--- src/rtl/mips_pkg.sv ---
// Shared MIPS pipeline types: write-back entry layout and buffer depth.
// Pulled into the write-back buffer files with import mips_pkg::*.
package mips_pkg;

  localparam int WB_DEPTH = 4;

  typedef struct packed {
    logic [4:0]  addr;
    logic [31:0] data;
    logic [31:0] pc;
  } wb_entry_t;

endpackage

--- src/rtl/grf_wb_buffer_if.sv ---
// Request handshake into the GRF write-back buffer.
// master = producing pipeline stage, slave = buffer.
interface grf_wb_buffer_if;

  logic        req_valid;
  logic        req_ready;
  logic [4:0]  req_addr;
  logic [31:0] req_data;
  logic [31:0] req_pc;

  modport master (
    output req_valid,
    output req_addr,
    output req_data,
    output req_pc,
    input  req_ready
  );

  modport slave (
    input  req_valid,
    input  req_addr,
    input  req_data,
    input  req_pc,
    output req_ready
  );

endinterface

--- src/rtl/grf_wb_match.sv ---
// Youngest-first search of pending write-back entries
// for one bypass query address.
module grf_wb_match
  import mips_pkg::*;
#(
  parameter int DEPTH = WB_DEPTH,
  localparam int PW = $clog2(DEPTH)
) (
  input  wb_entry_t [DEPTH-1:0] ent_i,
  input  logic [DEPTH-1:0]      vld_i,
  input  logic [PW-1:0]         wr_ptr_i,
  input  logic [4:0]            addr_i,
  output logic                  hit_o,
  output logic [31:0]           data_o
);

  logic [PW-1:0] idx;

  // Walk oldest slot to youngest; later matches override.
  always_comb begin
    hit_o  = 1'b0;
    data_o = '0;
    idx    = '0;
    for (int k = DEPTH; k >= 1; k--) begin
      idx = wr_ptr_i - PW'(k);
      if (vld_i[idx] && addr_i != 5'd0 &&
          ent_i[idx].addr == addr_i) begin
        hit_o  = 1'b1;
        data_o = ent_i[idx].data;
      end
    end
  end

endmodule

--- src/rtl/grf_wb_buffer.sv ---
// In-order write-back FIFO in front of the GRF write port.
// Define GRF_WB_BYPASS_EN to build the q1/q2 bypass lookups.
module grf_wb_buffer
  import mips_pkg::*;
#(
  parameter int DEPTH = WB_DEPTH
) (
  input  logic              clk,
  input  logic              reset,
  grf_wb_buffer_if.slave    req,
  input  logic              wb_stall,
  output logic              WE,
  output logic [4:0]        A3,
  output logic [31:0]       WD,
  output logic [31:0]       PC,
  input  logic [4:0]        q1_addr,
  input  logic [4:0]        q2_addr,
  output logic              q1_hit,
  output logic              q2_hit,
  output logic [31:0]       q1_data,
  output logic [31:0]       q2_data
);

  localparam int PW = $clog2(DEPTH);
  localparam int CW = PW + 1;
  localparam logic [CW-1:0] FULL = CW'(DEPTH);

  wb_entry_t [DEPTH-1:0] ent_q, ent_d;
  logic [DEPTH-1:0]      vld_q, vld_d;
  logic [PW-1:0]         wr_ptr_q, wr_ptr_d;
  logic [PW-1:0]         rd_ptr_q, rd_ptr_d;
  logic [CW-1:0]         count_q, count_d;

  logic      enq;
  logic      deq;
  logic      busy;
  wb_entry_t head;

  assign busy          = (count_q != '0);
  assign head          = ent_q[rd_ptr_q];
  assign req.req_ready = (count_q != FULL);

  // No GRF write in a reset cycle; the pending entries are dropped.
  assign deq = busy && !wb_stall && !reset;
  assign enq = req.req_valid && req.req_ready &&
               (req.req_addr != 5'd0);

  assign WE = deq;
  assign A3 = busy ? head.addr : '0;
  assign WD = busy ? head.data : '0;
  assign PC = busy ? head.pc   : '0;

  always_comb begin
    ent_d    = ent_q;
    vld_d    = vld_q;
    wr_ptr_d = wr_ptr_q;
    rd_ptr_d = rd_ptr_q;
    if (deq) begin
      vld_d[rd_ptr_q] = 1'b0;
      rd_ptr_d        = rd_ptr_q + PW'(1);
    end
    if (enq) begin
      ent_d[wr_ptr_q] = '{addr: req.req_addr,
                          data: req.req_data,
                          pc:   req.req_pc};
      vld_d[wr_ptr_q] = 1'b1;
      wr_ptr_d        = wr_ptr_q + PW'(1);
    end
    count_d = count_q + CW'(enq) - CW'(deq);
  end

  always_ff @(posedge clk) begin
    if (reset) begin
      ent_q    <= '0;
      vld_q    <= '0;
      wr_ptr_q <= '0;
      rd_ptr_q <= '0;
      count_q  <= '0;
    end else begin
      ent_q    <= ent_d;
      vld_q    <= vld_d;
      wr_ptr_q <= wr_ptr_d;
      rd_ptr_q <= rd_ptr_d;
      count_q  <= count_d;
    end
  end

`ifdef GRF_WB_BYPASS_EN
  grf_wb_match #(.DEPTH(DEPTH)) u_match_q1 (
    .ent_i    (ent_q),
    .vld_i    (vld_q),
    .wr_ptr_i (wr_ptr_q),
    .addr_i   (q1_addr),
    .hit_o    (q1_hit),
    .data_o   (q1_data)
  );

  grf_wb_match #(.DEPTH(DEPTH)) u_match_q2 (
    .ent_i    (ent_q),
    .vld_i    (vld_q),
    .wr_ptr_i (wr_ptr_q),
    .addr_i   (q2_addr),
    .hit_o    (q2_hit),
    .data_o   (q2_data)
  );
`else
  logic unused_qaddr;
  assign unused_qaddr = ^{q1_addr, q2_addr};
  assign q1_hit  = 1'b0;
  assign q2_hit  = 1'b0;
  assign q1_data = '0;
  assign q2_data = '0;
`endif

endmodule
--- src/flat_wrapper.sv ---
// flat-port wrapper written by rule: the top's interface ports become plain ports
module grf_wb_buffer_flat import mips_pkg::*;
#(
  parameter int DEPTH = WB_DEPTH
)
  (clk, reset, wb_stall, WE, A3, WD, PC, q1_addr, q2_addr, q1_hit, q2_hit, q1_data, q2_data, req_req_valid, req_req_addr, req_req_data, req_req_pc, req_req_ready);
  grf_wb_buffer_if req_i ();
  input  logic clk;
  input  logic reset;
  input  logic wb_stall;
  output logic WE;
  output logic [4:0] A3;
  output logic [31:0] WD;
  output logic [31:0] PC;
  input  logic [4:0] q1_addr;
  input  logic [4:0] q2_addr;
  output logic q1_hit;
  output logic q2_hit;
  output logic [31:0] q1_data;
  output logic [31:0] q2_data;
  input wire logic [$bits(req_i.req_valid)-1:0] req_req_valid;
  input wire logic [$bits(req_i.req_addr)-1:0] req_req_addr;
  input wire logic [$bits(req_i.req_data)-1:0] req_req_data;
  input wire logic [$bits(req_i.req_pc)-1:0] req_req_pc;
  output wire logic [$bits(req_i.req_ready)-1:0] req_req_ready;
  assign req_i.req_valid = req_req_valid;
  assign req_i.req_addr = req_req_addr;
  assign req_i.req_data = req_req_data;
  assign req_i.req_pc = req_req_pc;
  assign req_req_ready = req_i.req_ready;
  grf_wb_buffer #(.DEPTH(DEPTH)) u_core (.clk(clk), .reset(reset), .req(req_i), .wb_stall(wb_stall), .WE(WE), .A3(A3), .WD(WD), .PC(PC), .q1_addr(q1_addr), .q2_addr(q2_addr), .q1_hit(q1_hit), .q2_hit(q2_hit), .q1_data(q1_data), .q2_data(q2_data));
endmodule
--- config.mk ---
export PLATFORM = sky130hd
export DESIGN_NAME = grf_wb_buffer_flat
export DESIGN_NICKNAME = d
export VERILOG_FILES = /design/src/rtl/mips_pkg.sv /design/src/rtl/grf_wb_buffer_if.sv /design/src/rtl/grf_wb_match.sv /design/src/rtl/grf_wb_buffer.sv /design/src/flat_wrapper.sv
export SDC_FILE = /design/constraint.sdc
export NUM_CORES = 1
export LEC_CHECK = 0
export BUFFER_PORTS_ARGS = -buffer_cell sky130_fd_sc_hd__buf_2
export CAP_MARGIN = 10
export CORE_MARGIN = 3
export CORE_UTILIZATION = 40
export DETAILED_ROUTE_END_ITERATION = 12
export GPL_ROUTABILITY_DRIVEN = 0
export MAX_ROUTING_LAYER = met4
export PLACE_DENSITY = 0.62
export SLEW_MARGIN = 20
export SYNTH_ARGS = -nofsm -noshare
export SYNTH_HDL_FRONTEND = slang
export SYNTH_SLANG_ARGS = --single-unit
export TNS_END_PERCENT = 5
--- constraint.sdc ---
create_clock -name clk -period 4.6 [get_ports clk]
set_input_delay 0.23 -clock clk [delete_from_list [all_inputs] [get_ports clk]]
set_output_delay 0.23 -clock clk [all_outputs]
set_load 0.005 [all_outputs]
==> flow_summary_export.csv <==
group,metric,value,unit
status,status,"completed",
sta,rsz0062_at_grt,"no",
cells_and_area,syn_to_final_growth,14.5,%
critical_path,crit_fanout,39,
die,rows,67,
placed_design,portBuffers,143,
clock_tree,cts.reportedPaths.clkPinSlew,60,ps
sta,period_needed,2870,ps
logic_synthesis,yosysUniqueCellTypes,30,
power,vdd_drop_max,0.403,mV
sta,fmax,349,MHz
global_route,gr-total-overflow,0,
power,p_total,7550,uW
cells_and_area,nFillCells,3214,
logic_synthesis,synth.largest_area_cell,"dfxtp_1",
logic_synthesis,avgSynthCellArea,11.2,sq um
sta,worst_slew_pin_slew,997,ps
clock_tree,clkLatencyLatePin,500,ps
clock_tree,htree_levels,2,
clock_tree,cts_buffers,35,
critical_path,crit_arrival,2640,ps
logic_synthesis,synth_area_leaders,"dfxtp_1, mux2i_1, nand2b_1, mux4_2, buf_4",
die,start_util,41.1,%
logic_synthesis,ys_seq_area_share,40.5,%
placed_design,place_area,14700,sq um
critical_path,worstSetupPathType,"flip-flop to output pin",
logic_synthesis,ys_ff_latch,283,
die,die_width,193,microns
sta,skew,9.99,ps
global_route,antenna_found_initial,3,
sta,finalCritPeriodShare,62.3,%
clock_tree,tritoncts,"built",
route,drt-initial-drc-count,374,
global_route,grt.total_usage,16.7,%
cells_and_area,final_area,16000,sq um
sta,drv_slew,0,
power,power_density,471,nW/um^2
die,coreArea,34000,sq um
sta,finalSetupViolCount,0,
critical_path,crit_path_max_incr_delay,910,ps
sta,hold_violations,0,
logic_synthesis,yosysWarnings,0,
clock_tree,clock-sinks,283,
logic_synthesis,synth_cells,1250,
critical_path,crit_family,"flip-flops",
sta,final.setup.tns,0,ps
clock_tree,root_buffer,"clkbuf_16",
route,vias,8757,
power,leakagePower,0.00730,uW
route,drcViolationCount,0,
clock_tree,postCtsHoldBufs,0,
clock_tree,post_cts_resized,0,
clock_tree,cts_setup_buffers,0,
die,dieArea,37200,sq um
critical_path,crit_path_top_delay_cell,"dfxtp_4",
route,finalWirelength,30500,microns
placed_design,dp_hpwl,17800,microns
critical_path,path_buf_inv,2,
job,drv_cap,0,
clock_tree,clockBufferDepth,3,
global_route,first_global_vias,8863,
cells_and_area,final_nets,1435,
critical_path,setup.worst_path.start_class,"flip-flop",
global_route,grt_pass1_wl,48300,microns
route,wl_per_cell,16.8,microns
die,die_h,193,microns
critical_path,cp.required,4370,ps
route,first_pass_iters,4,
die,ios,220,
critical_path,crit_chain,"buf_12 -> mux4_2 -> nor2b_1 -> buf_2",
global_route,grt_max_degree,236,
route,ant_nets,0,
logic_synthesis,synth_top_cell_area_share,40.5,%
sta,slew_headroom,33.6,%
logic_synthesis,syn_area,14000,sq um
worst_hold_path,hold_class,"primary input to flip-flop",
critical_path,end_kind,"output pin",
cells_and_area,drive_above_1_share,21.7,%
route,avgViaCountPerCell,4.81,
[layer usage]
metal  share of wire [%]  up-vias  GRT usage (%)
met4                 1.6        0           3.87
met5                   0        -              -
met3                 4.6       38           3.25
li1                    -     4305              -
met1                  47     4245           21.6
met2                  47      169           27.3
[cell usage in the layout, fill, tap and decap left out, types with 2 or more instances in the layout]
cell type   instances
clkbuf_8            6
or4_1               2
nor2_1              3
buf_12              5
xnor2_1             2
clkbuf_16          38
mux2i_1           277
dfxtp_4             2
inv_1               7
clkinvlp_4          4
diode_2             3
nand2b_1          347
buf_4               8
clkinv_4            2
bufinv_16           8
ha_1                6
nor2b_1            71
o2111ai_4           2
conb_1             66
and2_1              2
a21oi_1             2
mux4_2             69
dfxtp_1           281
buf_2             142
clkinv_2            4
[state kept, by name, indices dropped and copies added (netlist names)]
name             count
u_core.ent_q       276
u_core.rd_ptr_q      2
u_core.wr_ptr_q      2
u_core.count_q       3
[metrics by stage]
step / hold WS, ps / setup slack, ps / cells / utilization [%]
2_1_floorplan: 411 / 2070 / 1315 / -
3_3_place_gp: 455 / 1750 / 1756 / 43.1
3_5_place_dp: 462 / 1730 / 1756 / 43.1
4_1_cts: 31.7 / 1640 / 1818 / 47.0
5_1_grt: 68.4 / 1540 / 1821 / 47.1
6_report: 54.9 / 1730 / 1821 / 47.1
[cell type report]
cell class              count  area (sq um)  share of cell area, %
inverters                   7          26.3                  0.164
clock inverters            18           308                   1.92
flip-flops and latches    283          5670                   35.4
clock buffers              44          1030                   6.45
diodes                      3          7.51                 0.0469
well taps                 448           561                   3.50
multi-input cells         862          7520                   47.0
repair buffers            156           882                   5.51
[final timing paths]
check | from | to | slack (ps) | cells past startpoint
hold reg to reg | u_core.ent_q[22] | u_core.ent_q[22] | 470 | 2
setup reg to reg | u_core.count_q[2] | u_core.count_q[2] | 2250 | 7
setup / recovery | u_core.rd_ptr_q[0] | A3[4] | 1730 | 4
hold / removal | wb_stall | u_core.rd_ptr_q[1] | 50 | 3
[worst register-to-register path: stages (launching register included)]
cell and delay [ps]:
dfxtp_1 380, or3b_2 610, o211a_1 240, ha_1 220, fa_1 380, xnor2_1 200, xnor2_1 140, nor2_1 50
[synthesized netlist by cell type]
cell type and instances:
o2111ai_2 2, buf_8 2, o21ai_0 1, mux4_2 69
o211ai_2 1, clkbuf_1 49, buf_1 3, o211a_1 3
and2_1 2, or3_1 1, nor3_1 2, inv_1 7
mux2i_1 277, mux2_2 1, a21oi_1 2, o211ai_1 1
ha_1 6, buf_4 80, conb_1 1, fa_1 1
buf_2 15, o31ai_1 1, or4_1 2, or3b_2 1
nand2b_1 347, buf_6 14, nor2_1 3, dfxtp_1 283
xnor2_1 2, nor2b_1 71
[kinds of logic (layout without fill, tap and decap cells)]
| logic type | Yosys count | count (layout) | share of synthesized area (%) |
|---|---|---|---|
| AND/OR/NAND/NOR | 429 | 429 | 19.2 |
| multiplexers | 347 | 347 | 31.0 |
| flip-flops | 283 | 283 | 40.5 |
| buffers and inverters | 170 | 225 | 7.76 |
| AO/OA/AOI/OAI | 11 | 11 | 0.734 |
| adder cells (fa/ha/maj) | 7 | 7 | 0.680 |
| XOR/XNOR | 2 | 2 | 0.125 |
| other | 1 | 69 | 0.0268 |
[report_power, final]
group	switching, uW	internal [uW]	total [uW]	leakage, uW
clock	1080	2040	3120	0.000649
combinational	782	757	1540	0.00435
sequential	211	2680	2890	0.00230
Note: power is estimated with default switching activity, not from simulation.
